--- src/rtl/seg7_scan_if.sv ---
// Bus between the IO decoder and the 7-segment scan driver: value load
// strobe and blanking on the way in, anode/cathode pins and commit pulse out.
interface seg7_scan_if;
  logic        load;
  logic [31:0] data;
  logic        blank;
  logic [7:0]  an;
  logic [6:0]  a2g;
  logic        commit;

  modport master (output load, data, blank, input an, a2g, commit);
  modport slave  (input load, data, blank, output an, a2g, commit);
endinterface

--- src/rtl/seg7_scan.sv ---
// seg7_scan: time-multiplexed 8-digit hex display driver.
// A loaded 32-bit value waits in a pending register and becomes the displayed
// value only at the digit 7 -> 0 frame boundary, so a frame never tears.
// Build option: define LZ_BLANK_EN for leading-zero blanking (digit 0 always lit).
module seg7_scan #(
  parameter int unsigned DIGIT_CYCLES = 100000
) (
  input logic   clk,
  input logic   reset,
  seg7_scan_if.slave bus
);

  localparam int unsigned CW = (DIGIT_CYCLES > 2) ? $clog2(DIGIT_CYCLES) : 1;

  logic [CW-1:0] cnt;
  logic [2:0]    idx;
  logic [31:0]   disp;
  logic [31:0]   pend;
  logic          pend_v;
  logic          tick;
  logic          wrap;
  logic [3:0]    nib;
  logic [6:0]    seg;
  logic [7:0]    lit;
  logic [7:0]    an_q;
  logic [6:0]    a2g_q;
  logic          commit_q;

  assign tick = (cnt == CW'(DIGIT_CYCLES - 1));
  assign wrap = tick && (idx == 3'd7);
  assign nib  = disp[{idx, 2'b00} +: 4];

  assign bus.an     = an_q;
  assign bus.a2g    = a2g_q;
  assign bus.commit = commit_q;

  // Hex nibble to active-low {a,b,c,d,e,f,g} cathode pattern
  always_comb begin
    seg = 7'h7F;
    case (nib)
      4'h0: seg = 7'b0000001;
      4'h1: seg = 7'b1001111;
      4'h2: seg = 7'b0010010;
      4'h3: seg = 7'b0000110;
      4'h4: seg = 7'b1001100;
      4'h5: seg = 7'b0100100;
      4'h6: seg = 7'b0100000;
      4'h7: seg = 7'b0001111;
      4'h8: seg = 7'b0000000;
      4'h9: seg = 7'b0000100;
      4'hA: seg = 7'b0001000;
      4'hB: seg = 7'b1100000;
      4'hC: seg = 7'b0110001;
      4'hD: seg = 7'b1000010;
      4'hE: seg = 7'b0110000;
      4'hF: seg = 7'b0111000;
      default: seg = 7'h7F;
    endcase
  end

`ifdef LZ_BLANK_EN
  logic lz_seen;

  // Digit k is lit if it or any higher nibble is nonzero; digit 0 always lit
  always_comb begin
    lit     = 8'h01;
    lz_seen = 1'b0;
    for (int unsigned k = 7; k >= 1; k--) begin
      if (disp[4*k +: 4] != 4'h0) lz_seen = 1'b1;
      lit[k] = lz_seen;
    end
  end
`else
  // Every digit is lit
  always_comb begin
    lit = '1;
  end
`endif

  // Prescaler and digit index
  always_ff @(posedge clk or posedge reset) begin
    if (reset) begin
      cnt <= '0;
      idx <= '0;
    end else if (tick) begin
      cnt <= '0;
      idx <= idx + 3'd1;
    end else begin
      cnt <= cnt + CW'(1);
    end
  end

  // Pending capture and frame-boundary commit; a load in the wrap cycle goes straight to disp
  always_ff @(posedge clk or posedge reset) begin
    if (reset) begin
      disp     <= '0;
      pend     <= '0;
      pend_v   <= 1'b0;
      commit_q <= 1'b0;
    end else begin
      commit_q <= 1'b0;
      if (wrap) begin
        if (bus.load) begin
          disp     <= bus.data;
          pend_v   <= 1'b0;
          commit_q <= 1'b1;
        end else if (pend_v) begin
          disp     <= pend;
          pend_v   <= 1'b0;
          commit_q <= 1'b1;
        end
      end else if (bus.load) begin
        pend   <= bus.data;
        pend_v <= 1'b1;
      end
    end
  end

  // Registered pin drive from the current index and displayed value
  always_ff @(posedge clk or posedge reset) begin
    if (reset) begin
      an_q  <= '1;
      a2g_q <= '1;
    end else begin
      an_q  <= bus.blank ? 8'hFF : ~((8'h01 << idx) & lit);
      a2g_q <= seg;
    end
  end

endmodule

--- src/flat_wrapper.sv ---
// flat-port wrapper written by rule: the top's interface ports become plain ports
module seg7_scan_flat 
#(
  parameter int unsigned DIGIT_CYCLES = 100000
)
  (clk, reset, bus_load, bus_data, bus_blank, bus_an, bus_a2g, bus_commit);
  seg7_scan_if bus_i ();
  input logic clk;
  input logic reset;
  input wire logic [$bits(bus_i.load)-1:0] bus_load;
  input wire logic [$bits(bus_i.data)-1:0] bus_data;
  input wire logic [$bits(bus_i.blank)-1:0] bus_blank;
  output wire logic [$bits(bus_i.an)-1:0] bus_an;
  output wire logic [$bits(bus_i.a2g)-1:0] bus_a2g;
  output wire logic [$bits(bus_i.commit)-1:0] bus_commit;
  assign bus_i.load = bus_load;
  assign bus_i.data = bus_data;
  assign bus_i.blank = bus_blank;
  assign bus_an = bus_i.an;
  assign bus_a2g = bus_i.a2g;
  assign bus_commit = bus_i.commit;
  seg7_scan #(.DIGIT_CYCLES(DIGIT_CYCLES)) u_core (.clk(clk), .reset(reset), .bus(bus_i));
endmodule
--- config.mk ---
export PLATFORM = sky130hd
export DESIGN_NAME = seg7_scan_flat
export DESIGN_NICKNAME = d
export VERILOG_FILES = /design/src/rtl/seg7_scan_if.sv /design/src/rtl/seg7_scan.sv /design/src/flat_wrapper.sv
export SDC_FILE = /design/constraint.sdc
export NUM_CORES = 1
export LEC_CHECK = 0
export CORE_MARGIN = 5
export CORE_UTILIZATION = 25
export CTS_CLUSTER_SIZE = 28
export DETAILED_ROUTE_END_ITERATION = 16
export PLACE_DENSITY_LB_ADDON = 0.1
export SYNTH_ARGS = -nofsm -noshare
export SYNTH_HDL_FRONTEND = slang
export SYNTH_SLANG_ARGS = --single-unit
export TNS_END_PERCENT = 20
--- constraint.sdc ---
create_clock -name clk -period 4.1 [get_ports clk]
set_input_delay 1.025 -clock clk [delete_from_list [all_inputs] [get_ports clk]]
set_output_delay 1.025 -clock clk [all_outputs]
set_load 0.02 [all_outputs]
### After elaboration in Yosys (flattened, before gate mapping)

Memory sizes are Yosys's and may differ from the RTL's. A register that Yosys moved wholly into a read port is not among the register bits.
Cells that the tools add are included.

* multiplexer cells: 9
* bitwise gates (word level): 2
* shifts and indexed selects: 2
* reductions and logical operators: 5
* equality and inequality tests: 2
* add/subtract/negate cells: 2

Operator list (count)
* $mux W32: 2
* $shiftx A32 B6 Y4: 1
* $add A17 B1 Y17 const B: 1
* $eq A17 B17 Y1 const B: 1
* $mux W17: 1
* $mux W8: 1
* $not A8 Y8: 1
* $shl A1 B3 Y8 const A: 1
* $mux W1: 5
* $reduce_and A2 Y1: 2
* $reduce_bool A2 Y1: 2
* $add A3 B1 Y3 const B: 1
* $eq A3 B3 Y1 const B: 1
* $logic_and A1 B1 Y1: 1
* $not A1 Y1: 1

* memories kept: 1
* logic and storage cells: 30
* output and inout bits: 16
* bits in read-only memories: 112
* register bits after elaboration: 94

Memory list
* (no name shown): words 16, width 7, rd ports 1, clocked after memory_dff 1, write ports 0, line seg7_scan.sv:40 `case (nib)`

### Depth between registers and ports, before layout

* depth after elaboration: 4
* mapped depth: 8
* mapped depth without buffers: 7

### Worst setup path after synthesis

Ideal clock, no wire load.

* kind: input to register
* start point: input bus_load
* end point: register u_core.disp[0]
* stages: 4
* data required time: 3.975 ns
* library setup time: 0.125 ns
* slack: 1.761 ns
* arrival: 2.214 ns
* cell sequence: clkbuf_1 clkbuf_1 mux2_2 mux2_2

* longest elaborated chain between the ends: 2
* elaborated cells between the ends (all ways): 3
* those cells by class: mux: 1; reduce/logical: 2

RTL lines
* start, declared: line flat_wrapper.sv:10 `input wire logic [$bits(bus_i.load)-1:0] bus_load;`
* $reduce_bool A2 Y1 (no line)
* $reduce_and A2 Y1 (no line)
* end signal, assigned: line seg7_scan.sv:104 `disp <= bus.data;`
* end signal, assigned: line seg7_scan.sv:108 `disp <= pend;`
* end, declared: line seg7_scan.sv:17 `logic [31:0] disp;`

Parallel ways exist; a longest one is shown, timed or not.
A chain may end at the register's enable or synchronous reset.

### Worst setup path in the final report

* start point: register u_core.cnt[13]
* end point: register u_core.pend[15]

* longest elaborated chain between the ends: 4

RTL lines
* start, declared: line seg7_scan.sv:15 `logic [CW-1:0] cnt;`
* start signal, assigned: line seg7_scan.sv:89 `cnt <= cnt + CW'(1);`
* $eq A17 B17 Y1: line seg7_scan.sv:29 `assign tick = (cnt == CW'(DIGIT_CYCLES - 1));`
* $logic_and A1 B1 Y1: line seg7_scan.sv:30 `assign wrap = tick && (idx == 3'd7);`
* $not A1 Y1 (no line)
* $reduce_and A2 Y1 (no line)
* end signal, assigned: line seg7_scan.sv:113 `pend <= bus.data;`
* end, declared: line seg7_scan.sv:18 `logic [31:0] pend;`

Every way passes these cells.

==> results_dict.tcl <==
set metrics [dict create \
    status "finished, final reports clean" \
    fp.dieW_um 149 \
    worst-setup-path-type "flop to flop" \
    finalCriticalPeriod_ns 2.99 \
    slew_headroom_pct 29.6 \
    die_area_um2 22100 \
    hold-path-endpoint "u_core.cnt[0]$_DFF_PP0_" \
    netlist_instances 344 \
    fin_util_pct 31.4 \
    cap_violations 0 \
    arrival_ns 3.23 \
    first_pass_iters 4 \
    root_buffer "clkbuf_16" \
    cp_data_required_time_ns 4.35 \
    cts.sinks 101 \
    antenna_found_initial 0 \
    hold_path_class "flop to flop" \
    synth_ff_type "dfrtp_1" \
    min-delay-start "u_core.cnt[0]$_DFF_PP0_" \
    ys_ff_latch 101 \
    start_kind "flop" \
    place_area_um2 5620 \
    reg2regPathDepth 5 \
    cts_tree "yes" \
    post_cts_resized 0 \
    path_cells "nor4bb_1, nand4_1, o21ai_2, buf_4, mux2_2" \
    start_util_pct 25.5 \
    rows 50 \
    fin_skew_ns 0.0153 \
    postSynthAreaPerCell_um2 14.0 \
    drv_slew 0 \
    crit_start "u_core.cnt[13]$_DFF_PP0_" \
    area_delta_synth_final_pct 23.0 \
    path_max_fanout 17 \
    synth_edf_count 0 \
    design_area_um2 5920 \
    setup_viol 0 \
    worstSkewPairLatency_ns 0.36 \
    finalCritPeriodShare_pct 72.9 \
    max_stage_delay_ns 0.89 \
    post_cts_buffers 0 \
    async_reset_ff_share_pct 100 \
    r2r_end "u_core.pend[15]$_DFFE_PP0P_" \
    grt_max_degree 44 \
    ys_warn_count 0 \
    rsz0062_at_grt "false" \
    p_per_area_nw_per_um2 345 \
    layout_common_cells "mux2_2 (98), dfrtp_1 (86), clkdlybuf4s50_1 (51)" \
    max_freq_mhz 335 \
    coreArea_um2 18800 \
    multi_input_area_um2 2140 \
    timing.hold.ws_ns 0.483 \
    ys_types 42 \
    drt_iter0_markers 86 \
    setup_tns_ns 0 \
    gp_congestion 0.726 \
    hold_viol_final 0 \
    routedWlPerCell_um 15.4 \
    r2r-start "u_core.cnt[13]$_DFF_PP0_" \
    drive_above_1_share_pct 36.2 \
    synth.net_count 393 \
    nets 447 \
    place_inst 647 \
    cts_buffer_depth 2 \
    reg2reg_slack_ns 1.11 \
    final_common_cell "mux2_2" \
    wirelength_mm 10.2 \
    overflow 0 \
    worstMarginPinSlew_ns 1.06 \
    drc 0 \
    regArea_um2 2550 \
    grt_pass1_vias 3223 \
    hold-path-cell-count 1 \
    p_leak_nw 2.60 \
    n_fill_cell 1905 \
    htree_levels 3 \
    io_pins 52 \
    slowest_stage "o21ai_2" \
    antenna_cells 0 \
    fin_cells 663 \
    ys_seq_area_share_pct 52.9 \
    clk_pin_slew_ns 0.08 \
    track_usage_pct 10.1 \
    hold_buffers 0 \
    cts_buffers 9 \
    die_y_um 149 \
    ir_drop_uv 177 \
    grt_pass1_wl_mm 17.5 \
    hpwl_mm 7.17 \
    syn-cell-area_um2 4810 \
    vias 2816 \
    portBuffers 51 \
    vias_per_cell 4.25 \
    critPathCaptureType "flop" \
    detail-route-antenna-nets 0 \
]
-- area by class of cell --
type	count	area share (%)
clock buffers	10	4.04
clock inverters	6	0.972
inverters	10	0.676
multi-input cells	217	36.2
flip-flops and latches	101	43.0
well taps	260	5.50
repair buffers	59	9.64
-- critical path: cells and delay by family (launching register included) --
kind / cells / cell delay, ns
buffers and inverters: 1 / 0.36
DFF: 1 / 0.43
and+or+nand+nor: 2 / 0.85
AOI/OAI and AO/OA: 1 / 0.89
muxes: 1 / 0.35
-- per-stage QoR --
step                      total power, mW  setup slack, ns
after detailed placement             1.22             1.14
after floorplan                      1.15            0.453
after global placement               1.22             1.15
after global routing                 2.13            0.926
final                                2.04             1.11
after CTS                            2.09             1.13
-- report_power, final --
| group | leakage (nW) | internal, mW | switching [mW] |
|---|---|---|---|
| logic | 1.20 | 0.0903 | 0.0625 |
| registers | 1.27 | 1.03 | 0.0135 |
| clock network | 0.138 | 0.438 | 0.410 |
| total | 2.60 | 1.56 | 0.486 |
-- worst max-delay path by stage --
stage / to / slack [ns]
2_1_floorplan: u_core.bus.commit$_DFF_PP0_ / 0.45
3_3_place_gp: u_core.pend[11]$_DFFE_PP0P_ / 1.15
3_5_place_dp: u_core.pend[23]$_DFFE_PP0P_ / 1.14
4_1_cts: u_core.pend[15]$_DFFE_PP0P_ / 1.13
5_1_grt: u_core.pend[25]$_DFFE_PP0P_ / 0.93
6_report: u_core.pend[15]$_DFFE_PP0P_ / 1.11
-- cell families (layout without fill, tap and decap cells) --
family / after synthesis / count (layout) / synth area share, %
AO/OA/AOI/OAI: 16 / 16 / 2.08
XOR/XNOR: 14 / 14 / 2.55
adder cells (fa/ha/maj): 13 / 13 / 3.38
buffers and inverters: 26 / 85 / 2.57
flip-flops: 101 / 101 / 52.9
multiplexers: 116 / 116 / 29.8
AND/OR/NAND/NOR: 58 / 58 / 6.71
-- flip-flops by register name (all words and copies together), names as in the netlist --
signal / flops
u_core.disp: 32
u_core.cnt: 17
u_core.pend: 32
u_core.bus.a2g: 7
u_core.bus.commit: 1
u_core.pend_v: 1
u_core.bus.an: 8
u_core.idx: 3
-- metal layers --
layer / wire length (um) / track usage (%) / up-vias
li1: - / - / 1333
met1: 4930 / 13.3 / 1428
met2: 4750 / 16.0 / 46
met3: 396 / 3.05 / 9
met4: 144 / 3.19 / 0
met5: 0 / 0 / -
-- cells in the mapped netlist, types with 2 or more instances --
cell,number,area [um2]
o31ai_1,2,15.0
mux2i_4,2,45.0
buf_6,2,22.5
dfrtp_1,86,2150
mux4_1,6,158
xnor2_1,7,61.3
nor3_1,3,15.0
inv_1,9,33.8
dfstp_2,15,394
mux4_2,2,45.0
mux2_2,98,1100
and4_1,3,26.3
nand2_1,15,56.3
and3_1,2,12.5
o21ai_0,5,25.0
nor2_1,11,41.3
ha_1,13,163
mux2i_1,7,70.1
buf_2,9,45.0
a21oi_1,4,20.0
nand4_1,3,18.8
nand2b_1,2,12.5
nand3_1,7,35.0
or3_1,3,18.8
xor2_1,7,61.3
clkbuf_1,5,18.8
Power figures use the tool's default switching activity.
